[src/rtl/seq_acc_pkg.sv]
// Shared types and helpers for the frame accumulator.
package seq_acc_pkg;

  typedef logic [0:0] state_t;

  localparam state_t ACC  = 1'b0;
  localparam state_t HOLD = 1'b1;

  // Sample counter width: max(1, clog2(len)).
  function automatic int unsigned cnt_width(input int unsigned len);
    return (len <= 32'd1) ? 32'd1 : 32'($clog2(len));
  endfunction

endpackage

[src/rtl/seq_accumulator_adder.sv]
// Team N-bit ripple-carry adder: sum = a + b + cin, carry-out on cout.
module n_bit_adder #(
  parameter int unsigned N = 8
) (
  input  logic [N-1:0] a,
  input  logic [N-1:0] b,
  input  logic         cin,
  output logic [N-1:0] sum,
  output logic         cout
);

  logic [N:0] carry;

  // Carry ripples bit by bit from cin to cout.
  always_comb begin
    carry    = '0;
    sum      = '0;
    carry[0] = cin;
    for (int i = 0; i < N; i++) begin
      sum[i]       = a[i] ^ b[i] ^ carry[i];
      carry[i+1]   = (a[i] & b[i]) | (carry[i] & (a[i] ^ b[i]));
    end
  end

  assign cout = carry[N];

endmodule

[src/rtl/seq_accumulator.sv]
// Frame accumulator: sums LEN samples per frame through the team adder and
// presents the frame total with a sticky carry-out flag on a valid/ready stream.
module seq_accumulator
  import seq_acc_pkg::*;
#(
  parameter int unsigned N   = 8,
  parameter int unsigned LEN = 4
) (
  input  logic         clk,
  input  logic         rst,
  input  logic         clr,
  input  logic         in_valid,
  output logic         in_ready,
  input  logic [N-1:0] in_data,
  output logic         out_valid,
  input  logic         out_ready,
  output logic [N-1:0] out_sum,
  output logic         out_ovf
);

  localparam int unsigned CNT_W = cnt_width(LEN);

  state_t             state, state_nxt;
  logic [N-1:0]       acc, acc_nxt;
  logic [CNT_W-1:0]   cnt, cnt_nxt;
  logic               ovf, ovf_nxt;
  logic [N-1:0]       out_sum_nxt;
  logic               out_ovf_nxt;
  logic [N-1:0]       add_s;
  logic               add_c;
  logic               last_c;

  n_bit_adder #(.N(N)) u_add (
    .a    (acc),
    .b    (in_data),
    .cin  (1'b0),
    .sum  (add_s),
    .cout (add_c)
  );

  assign in_ready = (state == ACC);
  assign last_c   = (cnt == CNT_W'(LEN - 1));

  // Next-state and datapath update; clr beats a same-cycle accept in ACC.
  always_comb begin
    state_nxt   = state;
    acc_nxt     = acc;
    cnt_nxt     = cnt;
    ovf_nxt     = ovf;
    out_sum_nxt = out_sum;
    out_ovf_nxt = out_ovf;
    case (state)
      ACC: begin
        if (clr) begin
          acc_nxt = '0;
          cnt_nxt = '0;
          ovf_nxt = 1'b0;
        end else if (in_valid) begin
          if (last_c) begin
            out_sum_nxt = add_s;
            out_ovf_nxt = ovf | add_c;
            acc_nxt     = '0;
            cnt_nxt     = '0;
            ovf_nxt     = 1'b0;
            state_nxt   = HOLD;
          end else begin
            acc_nxt = add_s;
            cnt_nxt = cnt + CNT_W'(1);
            ovf_nxt = ovf | add_c;
          end
        end
      end
      HOLD: begin
        if (out_ready) state_nxt = ACC;
      end
      default: state_nxt = ACC;
    endcase
  end

  always_ff @(posedge clk) begin
    if (rst) begin
      state     <= ACC;
      acc       <= '0;
      cnt       <= '0;
      ovf       <= 1'b0;
      out_sum   <= '0;
      out_ovf   <= 1'b0;
      out_valid <= 1'b0;
    end else begin
      state     <= state_nxt;
      acc       <= acc_nxt;
      cnt       <= cnt_nxt;
      ovf       <= ovf_nxt;
      out_sum   <= out_sum_nxt;
      out_ovf   <= out_ovf_nxt;
      out_valid <= (state_nxt == HOLD);
    end
  end

endmodule

[config.mk]
export PLATFORM = sky130hd
export DESIGN_NAME = seq_accumulator
export DESIGN_NICKNAME = d
export VERILOG_FILES = /design/src/rtl/seq_acc_pkg.sv /design/src/rtl/seq_accumulator_adder.sv /design/src/rtl/seq_accumulator.sv
export SDC_FILE = /design/constraint.sdc
export NUM_CORES = 1
export LEC_CHECK = 0
export CAP_MARGIN = 20
export CORE_ASPECT_RATIO = 1.5
export CORE_MARGIN = 8
export CORE_UTILIZATION = 48
export CTS_CLUSTER_SIZE = 14
export DETAILED_ROUTE_END_ITERATION = 8
export PLACE_DENSITY = 0.77
export REMOVE_ABC_BUFFERS = 1
export SLEW_MARGIN = 10
export SYNTH_ARGS = -nofsm -noshare
export SYNTH_HDL_FRONTEND = slang
export SYNTH_SLANG_ARGS = --single-unit
[constraint.sdc]
create_clock -name clk -period 5.2 [get_ports clk]
set_input_delay 0.78 -clock clk [delete_from_list [all_inputs] [get_ports clk]]
set_output_delay 0.78 -clock clk [all_outputs]
set_load 0.02 [all_outputs]
## Word-level counts from Yosys, hierarchy flattened

Cells that the tools add are included.

- Add/subtract/negate cells: 1
- Equality and inequality tests: 1
- Multiplexer cells: 14
- Bitwise logic cells: 40
- Reduce and logical (&&, ||, !) cells: 3

Operators by type and width:

| cell | number |
|---|---|
| two-way mux 8 bit | 3 |
| AND 1 bit | 15 |
| XOR 1 bit | 15 |
| OR 1 bit | 8 |
| two-way mux 1 bit | 7 |
| two-way mux 2 bit | 3 |
| AND reduction 4 bit | 1 |
| adder 2 x 1 -> 2 bit (second input constant) | 1 |
| == test 2 bit (second input constant) | 1 |
| inverter 1 bit | 2 |
| case mux 1 bit (2 select lines) | 1 |
| AND reduction 2 bit | 1 |
| nonzero test 2 bit | 1 |

- Register bits: 21
- Logic and storage cells: 65

## Logic depth before layout (Yosys ltp)

- Depth after elaboration: 19
- Gate-level depth with buffers: 13
- Mapped depth without buffers: 13

## Cells and area by module

From an unflattened synthesis, not the netlist that was laid out.

- Cells, all modules: 114
- Area total of the unflattened synthesis: 1018.5 um^2

By module, submodules not included:

| module | times used | cells each | area each (um^2) | seq. area each (um^2) |
|---|---|---|---|---|
| seq_accumulator | 1 | 96 | 820.8 | 420.4 |
| n_bit_adder | 1 | 18 | 197.7 | 0.0 |

## Worst setup path after synthesis

Ideal clock, no wire load.

- Path kind: in2reg
- From: in in_data[0]
- To: reg acc[7]
- Arrival: 3783 ps
- Required time: 5129 ps
- Path slack: 1346 ps
- Stages on the path: 13
- Cell sequence: ha_1 -> fa_1 -> inv_1 -> fa_1 -> fa_1 -> fa_1 -> inv_1 -> fa_1 -> inv_1 -> fa_1 -> fa_1 -> or3_1 -> a21oi_1

- Cells in the longest elaborated chain, start to end: 17

Ends and longest elaborated chain:

| what | line | RTL |
|---|---|---|
| start: declaration | seq_accumulator.sv:14 | `input logic [N-1:0] in_data,` |
| AND 1 bit (2 in series) | seq_accumulator_adder.sv:21 | `carry[i+1] = (a[i] & b[i]) \| (carry[i] & (a[i] ^ b[i]));` |
| OR 1 bit | seq_accumulator_adder.sv:21 |  |
| AND 1 bit | seq_accumulator_adder.sv:21 |  |
| OR 1 bit | seq_accumulator_adder.sv:21 |  |
| AND 1 bit | seq_accumulator_adder.sv:21 |  |
| OR 1 bit | seq_accumulator_adder.sv:21 |  |
| AND 1 bit | seq_accumulator_adder.sv:21 |  |
| OR 1 bit | seq_accumulator_adder.sv:21 |  |
| AND 1 bit | seq_accumulator_adder.sv:21 |  |
| OR 1 bit | seq_accumulator_adder.sv:21 |  |
| AND 1 bit | seq_accumulator_adder.sv:21 |  |
| OR 1 bit | seq_accumulator_adder.sv:21 |  |
| XOR 1 bit | seq_accumulator_adder.sv:20 | `sum[i] = a[i] ^ b[i] ^ carry[i];` |
| two-way mux 8 bit | seq_accumulator.sv:59 | `if (last_c) begin` |
| two-way mux 8 bit | seq_accumulator.sv:58 | `end else if (in_valid) begin` |
| two-way mux 8 bit | seq_accumulator.sv:54 | `if (clr) begin` |
| end signal: assignment | seq_accumulator.sv:91 | `acc <= acc_nxt;` |
| end: declaration | seq_accumulator.sv:24 | `logic [N-1:0] acc, acc_nxt;` |

Every way passes these cells. The select of a mux whose other input is x is not followed.
A chain may end at the register's enable or synchronous reset.

## Final worst setup path

Ends and elaborated chain as after synthesis.

==> summary.md <==
| Metric | Value |
|---|---|
| Placed cell count | `149` |
| Final setup fails | `0` |
| Worst Max-Slew Pin Slew | `1.02 ns` |
| Reg2Reg Setup Slack | `~1.6 ns` |
| Post-Syn Area per Cell | `approximately 9.5 sq um` |
| Num CTS Buffers | `3` |
| Post-DR wirelength/cell | `12.9 microns` |
| Initial DRT Pass Iterations | `4` |
| Commonest non-fill, non-tap cell in the layout | `clkdlybuf4s50_1` |
| Initial Util | `51.0%` |
| Outcome | `finished clean` |
| Peak VDD IR | `0.150 mV` |
| Leakage power | `0.475 nW` |
| Min-Delay Path Class | `flip-flop to flip-flop` |
| Fin util | `64.4%` |
| Initial antenna violation count | `0` |
| Drt total wl | `1.99 mm` |
| Clock sinks | `21` |
| N_diodes | `0` |
| Hold-fix buffers, CTS | `0` |
| Core box area | `2030 sq um` |
| RSZ-0062 raised after global routing | `false` |
| Cell Pwr Density | `227 nW/um^2` |
| Multi-input gate area | `529 sq um` |
| Commonest cells after routing, fill and taps aside | `clkdlybuf4s50_1 (23), dfxtp_1 (21), inv_1 (16)` |
| Port-buffer cells | `23` |
| Synth Cell Area | `1030 sq um` |
| Slew HR | `31.9%` |
| Reg area | `420 sq um` |
| Post-synth EDFFs | `0` |
| Synth async-reset ratio | `0%` |
| FF-to-FF Start | `acc[0]$_SDFFE_PP0P_` |
| Post-cts resize count | `0` |
| Post-CTS Setup Bufs | `0` |
| Layout Skew | `0.00166 ns` |
| Count of cell types in the netlist | `25` |
| Vias in the first global route | `835` |
| Setup crit start kind | `primary input` |
| Sum Neg Setup Slack | `0 ns` |
| GR Util All Layers | `11.7%` |
| DRC violations left | `0` |
| Post-synth top flop | `dfxtp_1` |
| HP Start | `acc[7]$_SDFFE_PP0P_` |
| Total gr overflow | `0` |
| Via density | `5.36` |
| Critical setup path kind | `primary input to flip-flop` |
| Synthesized flop and latch total | `21` |
| Critical Path RT | `5.43 ns` |
| Root Buffer Master | `clkbuf_4` |
| Final worst-path setup slack | `~1.1 ns` |
| Crit path capture | `acc[7]$_SDFFE_PP0P_` |
| Worst-Skew Late Latency | `0.31 ns` |
| YS warnings | `0` |
| Maximum clock frequency | `0.241 GHz` |
| Final Non-Filler Cells | `between 150 and 200` |
| R2R cell count | `13` |
| First-pass GRT wire length | `between 3 and 4 mm` |
| Die ar. | `3930 sq um` |
| WHS | `0.459 ns` |
| HPWL after DPL | `1.51 mm` |
| Clk slew on worst S/H paths | `approximately 0.11 ns` |
| Setup Slack @ Placement | `a little over 0.7 ns` |
| CTS tree | `built` |
| Fill cells | `between 150 and 200` |
| Clock buffer depth | `2` |
| Die W | `53.9 microns` |
| Hold Fails Final Rpt | `0` |
| Crit Reg-Reg Endpoint | `acc[7]$_SDFFE_PP0P_` |
| Slew Viols, Final | `0` |
| Layout cells sized above 1 | `10.6%` |
| CP Launch Point | `in_data[0]` |
| I/O pin count | `24` |
| Synthesized instance count | `109` |
| Post-DRT Antenna Nets | `0` |
| Element type at the critical path end | `flip-flop` |
| Crit Path Max Fanout | `2` |
| Number of max-cap violations | `0` |
| Die H | `about 73 microns` |
| Nets | `155` |
| H-Tree Depth | `1` |
| CP arrival | `4.38 ns` |
| Largest net degree at the start of global routing | `22` |
| Rows | `20` |
| Vias | `826` |
| Minimum clock period | `roughly 4.1 ns` |
| P&R area growth vs syn | `26.2%` |
| Tcrit/Tclk final | `79.7%` |
| Routability cong. | `approximately 0.69` |
| Initial drt markers | `21` |
| Seq/Total Area, Yosys | `40.6%` |
-- area by class of cell --
type,count,area share [%]
multi-input cells,67,40.5
flip-flops and latches,21,32.2
repair buffers,24,18.5
inverters,16,4.60
well taps,22,2.11
clock buffers,3,1.72
clock inverters,1,0.383
-- critical path, cell delays in order --
cell and delay [ns]:
clkdlybuf4s50_1 0.46, ha_1 0.15, fa_1 0.17, inv_1 0.05, fa_1 0.38, fa_1 0.39, fa_1 0.36, inv_1 0.07
fa_1 0.15, inv_1 0.05, fa_1 0.37, fa_1 0.47, or3_1 0.38, a21oi_1 0.14
-- per-stage QoR --
| stage | instance area, sq um | power [mW] |
|---|---|---|
| 6_report | 1310 | 0.296 |
| 5_1_grt | 1310 | 0.311 |
| 4_1_cts | 1290 | 0.300 |
| 3_5_place_dp | 1270 | 0.222 |
| 3_3_place_gp | 1270 | 0.220 |
| 2_1_floorplan | 995 | 0.200 |
-- kinds of logic after synthesis --
group / Yosys count / synth area share (%)
DFF: 21 / 40.6
and+or+nand+nor: 34 / 16.2
buffers and inverters: 21 / 9.67
adders and majority gates: 9 / 16.0
AOI/OAI and AO/OA: 20 / 13.7
muxes: 4 / 3.87
-- flip-flops by register name, indices dropped and copies added, names as in the netlist --
name and cells:
ovf 1, state 1, out_sum 8, out_ovf 1
acc 8, cnt 2
-- cell usage after synthesis (2+ instances only) --
cell       n  share of area [%]
nor2_2     3                1.8
clkbuf_1   2               0.73
dfxtp_1   21                 41
a21oi_1   10                4.8
nor3b_1    2                1.5
or3_1      5                3.0
fa_1       7                 14
nand2_1    8                2.9
ha_1       2                2.4
a211oi_1   2                1.5
nor2_1    11                4.0
inv_1     16                5.8
nand3_1    3                1.5
mux2i_1    4                3.9
a211oi_2   3                3.6
-- how the worst min path moves through the flow --
stage | endpoint | cells after the start
floorplan | acc[2]$_SDFFE_PP0P_ | 2
global placement | acc[7]$_SDFFE_PP0P_ | 2
detailed placement | acc[2]$_SDFFE_PP0P_ | 2
CTS | acc[7]$_SDFFE_PP0P_ | 2
global route | acc[0]$_SDFFE_PP0P_ | 2
finish | acc[7]$_SDFFE_PP0P_ | 2
-- where the power goes --
part           internal [mW]  switching [mW]  leakage, nW
clock                 0.0288          0.0500       0.0177
combinational         0.0244          0.0239        0.287
sequential             0.166         0.00283        0.170
total                  0.219          0.0767        0.475
-- metal layers --
layer  part of all wire (%)  vias up  GRT usage, %
li1                       -      404             -
met1                     41      395          13.1
met2                     53       22          20.3
met3                    4.5        5          2.04
met4                    2.0        0          5.07
met5                      0        -             0
Note: power is estimated with default switching activity, not from simulation.
